===== src/rtl/uart_rx_if.sv =====
// rtl/uart_rx_if.sv - serial line and received-byte signals of the UART receiver
interface uart_rx_if;
   logic              rx_i;
   logic signed [7:0] data_o;
   logic              valid_o;
   logic              frame_err_o;
   logic              parity_err_o;

   modport slave (
      input  rx_i,
      output data_o,
      output valid_o,
      output frame_err_o,
      output parity_err_o
   );

   modport master (
      output rx_i,
      input  data_o,
      input  valid_o,
      input  frame_err_o,
      input  parity_err_o
   );
endinterface


===== src/rtl/uart_rx.sv =====
// rtl/uart_rx.sv - 8-bit UART receiver, mid-bit sampling; `UART_RX_PARITY_EN adds an even-parity bit
module uart_rx #(
   parameter int CLKS_PER_BIT = 434
) (
   input logic      clk,
   input logic      rst,
   uart_rx_if.slave bus
);

   localparam int TW = $clog2(CLKS_PER_BIT);
   localparam logic [TW-1:0] FULL_TICK = TW'(CLKS_PER_BIT - 1);
   localparam logic [TW-1:0] HALF_TICK = TW'(CLKS_PER_BIT / 2 - 1);

   typedef enum logic [2:0] {
      S_IDLE,
      S_START,
      S_DATA,
`ifdef UART_RX_PARITY_EN
      S_PARITY,
`endif
      S_STOP,
      S_WAIT_HIGH
   } state_e;

   state_e          state_q, state_d;
   logic [1:0]      sync_q;
   logic            rx_s;
   logic [TW-1:0]   timer_q, timer_d;
   logic [2:0]      idx_q, idx_d;
   logic [7:0]      shift_q, shift_d;
   logic [7:0]      data_q, data_d;
   logic            valid_q, valid_d;
   logic            ferr_q, ferr_d;
   logic            tick;
   logic            stop_tick;
`ifdef UART_RX_PARITY_EN
   logic            par_err_q, par_err_d;
   logic            perr_q, perr_d;
`endif

   assign rx_s = sync_q[1];

   always_comb begin
      tick = 1'b0;
      case (state_q)
         S_START:  tick = (timer_q == HALF_TICK);
         S_DATA,
`ifdef UART_RX_PARITY_EN
         S_PARITY,
`endif
         S_STOP:   tick = (timer_q == FULL_TICK);
         default:  tick = 1'b0;
      endcase
   end

   always_ff @(posedge clk) begin
      if (rst) begin
         state_q   <= S_IDLE;
         sync_q    <= 2'b11;
         timer_q   <= '0;
         idx_q     <= 3'd0;
         shift_q   <= 8'd0;
`ifdef UART_RX_PARITY_EN
         par_err_q <= 1'b0;
`endif
      end else begin
         state_q   <= state_d;
         sync_q    <= {sync_q[0], bus.rx_i};
         timer_q   <= timer_d;
         idx_q     <= idx_d;
         shift_q   <= shift_d;
`ifdef UART_RX_PARITY_EN
         par_err_q <= par_err_d;
`endif
      end
   end

   always_comb begin
      state_d   = state_q;
      idx_d     = idx_q;
      shift_d   = shift_q;
`ifdef UART_RX_PARITY_EN
      par_err_d = par_err_q;
`endif
      case (state_q)
         S_IDLE: begin
`ifdef UART_RX_PARITY_EN
            par_err_d = 1'b0;
`endif
            if (!rx_s) state_d = S_START;
         end
         // A start bit that is high again at mid-bit is a glitch, not a frame.
         S_START: if (tick) state_d = rx_s ? S_IDLE : S_DATA;
         S_DATA: if (tick) begin
            shift_d = {rx_s, shift_q[7:1]};
            idx_d   = idx_q + 3'd1;
`ifdef UART_RX_PARITY_EN
            if (idx_q == 3'd7) state_d = S_PARITY;
`else
            if (idx_q == 3'd7) state_d = S_STOP;
`endif
         end
`ifdef UART_RX_PARITY_EN
         S_PARITY: if (tick) begin
            par_err_d = rx_s ^ (^shift_q);
            state_d   = S_STOP;
         end
`endif
         S_STOP: if (tick) state_d = rx_s ? S_IDLE : S_WAIT_HIGH;
         S_WAIT_HIGH: if (rx_s) state_d = S_IDLE;
         default: state_d = S_IDLE;
      endcase

      if (tick || (state_d != state_q) || (state_q == S_IDLE) || (state_q == S_WAIT_HIGH))
         timer_d = '0;
      else
         timer_d = timer_q + TW'(1);
   end

   always_comb begin
      stop_tick = (state_q == S_STOP) && tick;
`ifdef UART_RX_PARITY_EN
      valid_d   = stop_tick && rx_s && !par_err_q;
      perr_d    = stop_tick && rx_s && par_err_q;
`else
      valid_d   = stop_tick && rx_s;
`endif
      ferr_d    = stop_tick && !rx_s;
      data_d    = valid_d ? shift_q : data_q;
   end

   always_ff @(posedge clk) begin
      if (rst) begin
         data_q  <= 8'd0;
         valid_q <= 1'b0;
         ferr_q  <= 1'b0;
`ifdef UART_RX_PARITY_EN
         perr_q  <= 1'b0;
`endif
      end else begin
         data_q  <= data_d;
         valid_q <= valid_d;
         ferr_q  <= ferr_d;
`ifdef UART_RX_PARITY_EN
         perr_q  <= perr_d;
`endif
      end
   end

   assign bus.data_o      = $signed(data_q);
   assign bus.valid_o     = valid_q;
   assign bus.frame_err_o = ferr_q;
`ifdef UART_RX_PARITY_EN
   assign bus.parity_err_o = perr_q;
`else
   assign bus.parity_err_o = 1'b0;
`endif

endmodule


===== src/flat_wrapper.sv =====
// flat-port wrapper written by rule: the top's interface ports become plain ports
module uart_rx_flat 
#(
   parameter int CLKS_PER_BIT = 434
)
  (clk, rst, bus_rx_i, bus_data_o, bus_valid_o, bus_frame_err_o, bus_parity_err_o);
  uart_rx_if bus_i ();
  input logic clk;
  input logic rst;
  input wire logic [$bits(bus_i.rx_i)-1:0] bus_rx_i;
  output wire logic [$bits(bus_i.data_o)-1:0] bus_data_o;
  output wire logic [$bits(bus_i.valid_o)-1:0] bus_valid_o;
  output wire logic [$bits(bus_i.frame_err_o)-1:0] bus_frame_err_o;
  output wire logic [$bits(bus_i.parity_err_o)-1:0] bus_parity_err_o;
  assign bus_i.rx_i = bus_rx_i;
  assign bus_data_o = bus_i.data_o;
  assign bus_valid_o = bus_i.valid_o;
  assign bus_frame_err_o = bus_i.frame_err_o;
  assign bus_parity_err_o = bus_i.parity_err_o;
  uart_rx #(.CLKS_PER_BIT(CLKS_PER_BIT)) u_core (.clk(clk), .rst(rst), .bus(bus_i));
endmodule

===== config.mk =====
export PLATFORM = sky130hd
export DESIGN_NAME = uart_rx_flat
export DESIGN_NICKNAME = d
export VERILOG_FILES = /design/src/rtl/uart_rx_if.sv /design/src/rtl/uart_rx.sv /design/src/flat_wrapper.sv
export SDC_FILE = /design/constraint.sdc
export NUM_CORES = 1
export LEC_CHECK = 0
export ABC_AREA = 0
export CAP_MARGIN = 20
export CORE_ASPECT_RATIO = 0.5
export CORE_MARGIN = 1
export CORE_UTILIZATION = 55
export CTS_CLUSTER_DIAMETER = 200
export DETAILED_ROUTE_END_ITERATION = 12
export HOLD_SLACK_MARGIN = 0.03
export PLACE_DENSITY_LB_ADDON = 0.12
export SKIP_CTS_REPAIR_TIMING = 1
export SYNTH_ARGS = -nofsm -noshare
export SYNTH_HDL_FRONTEND = slang
export SYNTH_SLANG_ARGS = --single-unit

===== constraint.sdc =====
create_clock -name clk -period 1.65 [get_ports clk]
set_input_delay 0.33 -clock clk [delete_from_list [all_inputs] [get_ports clk]]
set_output_delay 0.33 -clock clk [all_outputs]
set_load 0.01 [all_outputs]

==> results.toml <==
[outcome]
status = "complete, no violations"

[route]
wl_microns = 2432
viasPerCell = 5.143
dr.pass1.iters = 4
drtIter0Drc = 36
wl_per_cell_microns = 11.58
antenna_left = 0
drcViolationCount = 0
vias = 1080

[cells_and_area]
final_cells = 210
drive_gt1_share_pct = 24.00
fin_util_pct = 73.68
synthToLayoutAreaGrowth_pct = 18.69
n_antenna_cell = 0
finalNetCount = 180

[timing]
period_minus_slack_ns = 1.549
fin_skew_ns = 0.005042
period_share_pct = 93.91
setup_ws_ns = 0.1005
hold_viol_final = 0
hold-worst-slack_ns = 0.4117
drv_slew = 0
rsz0062_at_grt = "false"
fmaxAchievable_mhz = 645.4
setup_viol = 0
fin_setup_tns_ns = 0

[setup_path]
start_kind = "register"
cp.arrival_ns = 1.77
worstRegToRegCells = 5
cp.required_ns = 1.87
worstSetupStartpoint = "u_core.timer_q[6]"
cp-end-kind = "register"
worstReg2RegStart = "u_core.timer_q[6]"
crit_type = "reg2reg"
crit_fanout = 12

[placed_design]
place.gp.congestion = 0.8354
port_buffers = 12
dp_slack_ns = 0.07643
place_inst = 201
hpwlAfterDp_microns = 1727

[global_route]
grtUsageTotal_pct = 20.14
grt_overflow = 0
grt_start_max_net_pins = 20
grt_pass1_vias = 984
grt_first_pass_wirelength_microns = 4133
antenna_found_initial = 0

[logic_synthesis]
yosysWarningCount = 0
synth_top_area_share_pct = 47.58
synth-seq-cells = 35
synth_nets = 157
yosys.area.top_type = "dfxtp_1"
syn_area_per_cell_sq_um = 9.753
syn_inst = 151
synth_seq_area_share_pct = 47.58
syn_area_sq_um = 1473
synth_cell_types = 35
synth.top_cells.by_area = "dfxtp_1 (48%), mux2i_1 (6.1%), a21oi_2 (5.9%), nor2_1 (5.6%), nand2_2 (3.8%)"

[floorplan]
die_area_sq_um = 2901
die_x_microns = 75.18
initial_utilization_pct = 62.08
fp.coreArea_sq_um = 2372
row_count = 12
die_h_microns = 38.59
num_io_pins = 14

[hold_path]
min-delay-start = "u_core.sync_q[0]"
hold_depth = 1
min_path_type = "reg2reg"

[power_and_ir_drop]
p_leak_uw = 0.0006983
vdd_ir_drop_max_mv = 0.5532
power_density_nw_per_um2 = 840.2

[clocking]
path_clk_slew_ns = 0.07
cts_made_buffers = 5
clock-sinks = 35
cts_max_level = 2
clock_latency_ns = 0.28
clockBufferDepth = 2
cts_root_buf = "clkbuf_8"
cts_tree = "done"

[job]
maxCapViolations = 0
## area by class of cell
type | instances | area (sq um)
Multi-Input combinational cell | 106 | 704.4
Sequential cell | 35 | 700.7
Fill cell | 190 | 624.3
Timing Repair Buffer | 24 | 210.2
Clock buffer | 7 | 76.32
Tap cell | 35 | 43.79
Inverter | 2 | 7.507
Clock inverter | 1 | 5.005
## cell families (layout without fill, tap and decap cells)
family          Yosys count  in the layout  share of synthesized area (%)
compound gates           16             16                          9.090
xor+xnor                  8              8                          4.758
fa+ha+maj                 3              3                          2.549
buf+inv                  10             34                          4.588
flops                    35             35                          47.58
mux                       9              9                          6.117
other cells               1              1                         0.2546
simple gates             69             69                          25.06
## synth_stat cells
library cell  instances
a211oi_1              1
a21oi_1               1
a21oi_2              10
a32oi_1               1
and2_1                2
and2b_1               1
and3_1                2
and3b_4               1
and4bb_1              1
buf_12                1
buf_2                 2
buf_4                 1
buf_6                 1
clkbuf_1              3
conb_1                1
dfxtp_1              35
ha_1                  3
inv_1                 2
mux2i_1               9
nand2_1              14
nand2_2               9
nand3_1               3
nand3b_1              2
nand4_1               4
nand4_4               1
nor2_1               22
nor3_1                3
nor4_1                1
nor4bb_1              1
o211ai_1              1
o211ai_2              1
o21ai_1               1
or2_2                 2
xnor2_1               2
xor2_1                6
## path summary, 6_finish.rpt
kind | endpoint | slack (ns)
setup / recovery | u_core.state_q[0] | 0.10
setup reg to reg | u_core.state_q[0] | 0.10
hold / removal | u_core.sync_q[1] | 0.41
hold reg to reg | u_core.sync_q[1] | 0.41
## power by group
group	leakage, uW	total [uW]	switching, uW	internal [uW]
registers	0.000282	855	5.50	849
clock network	0.0000422	579	283	296
logic	0.000374	35.0	21.0	14.0
## metal layers
| layer | track usage, % | part of all wire [%] |
|---|---|---|
| met1 | 23.10 | 48 |
| met4 | 6.481 | 1.1 |
| met3 | 8.594 | 5.0 |
| met2 | 34.68 | 45 |
| met5 | 0 | 0 |
## placed cells by master, fill, tap and decap left out, types with 4 or more instances in the layout
cell             instances
xor2_1                   6
clkdlybuf4s50_1         12
buf_4                   12
nand2_1                 14
dfxtp_1                 35
a21oi_2                 10
nand2_2                  9
nor2_1                  22
clkbuf_8                 5
mux2i_1                  9
nand4_1                  4
## state kept, by name (all words and copies together) (netlist names)
name,count
u_core.bus.data_o,8
u_core.bus.frame_err_o,1
u_core.bus.valid_o,1
u_core.idx_q,3
u_core.shift_q,8
u_core.state_q,3
u_core.sync_q,2
u_core.timer_q,9
## through the flow
step	power (uW)	area, sq um
after global routing	1525	1748
after floorplan	896.7	1473
final	1469	1748
after global placement	908.0	1659
after CTS	1492	1740
after detailed placement	908.9	1659
## worst max-delay path: stages (launching register included)
cell and delay (ns):
dfxtp_1 0.31, and4bb_1 0.27, and3_1 0.29, and3b_4 0.37, o211ai_1 0.12, a21oi_1 0.12
No activity file was read; power rests on OpenSTA's default activity.
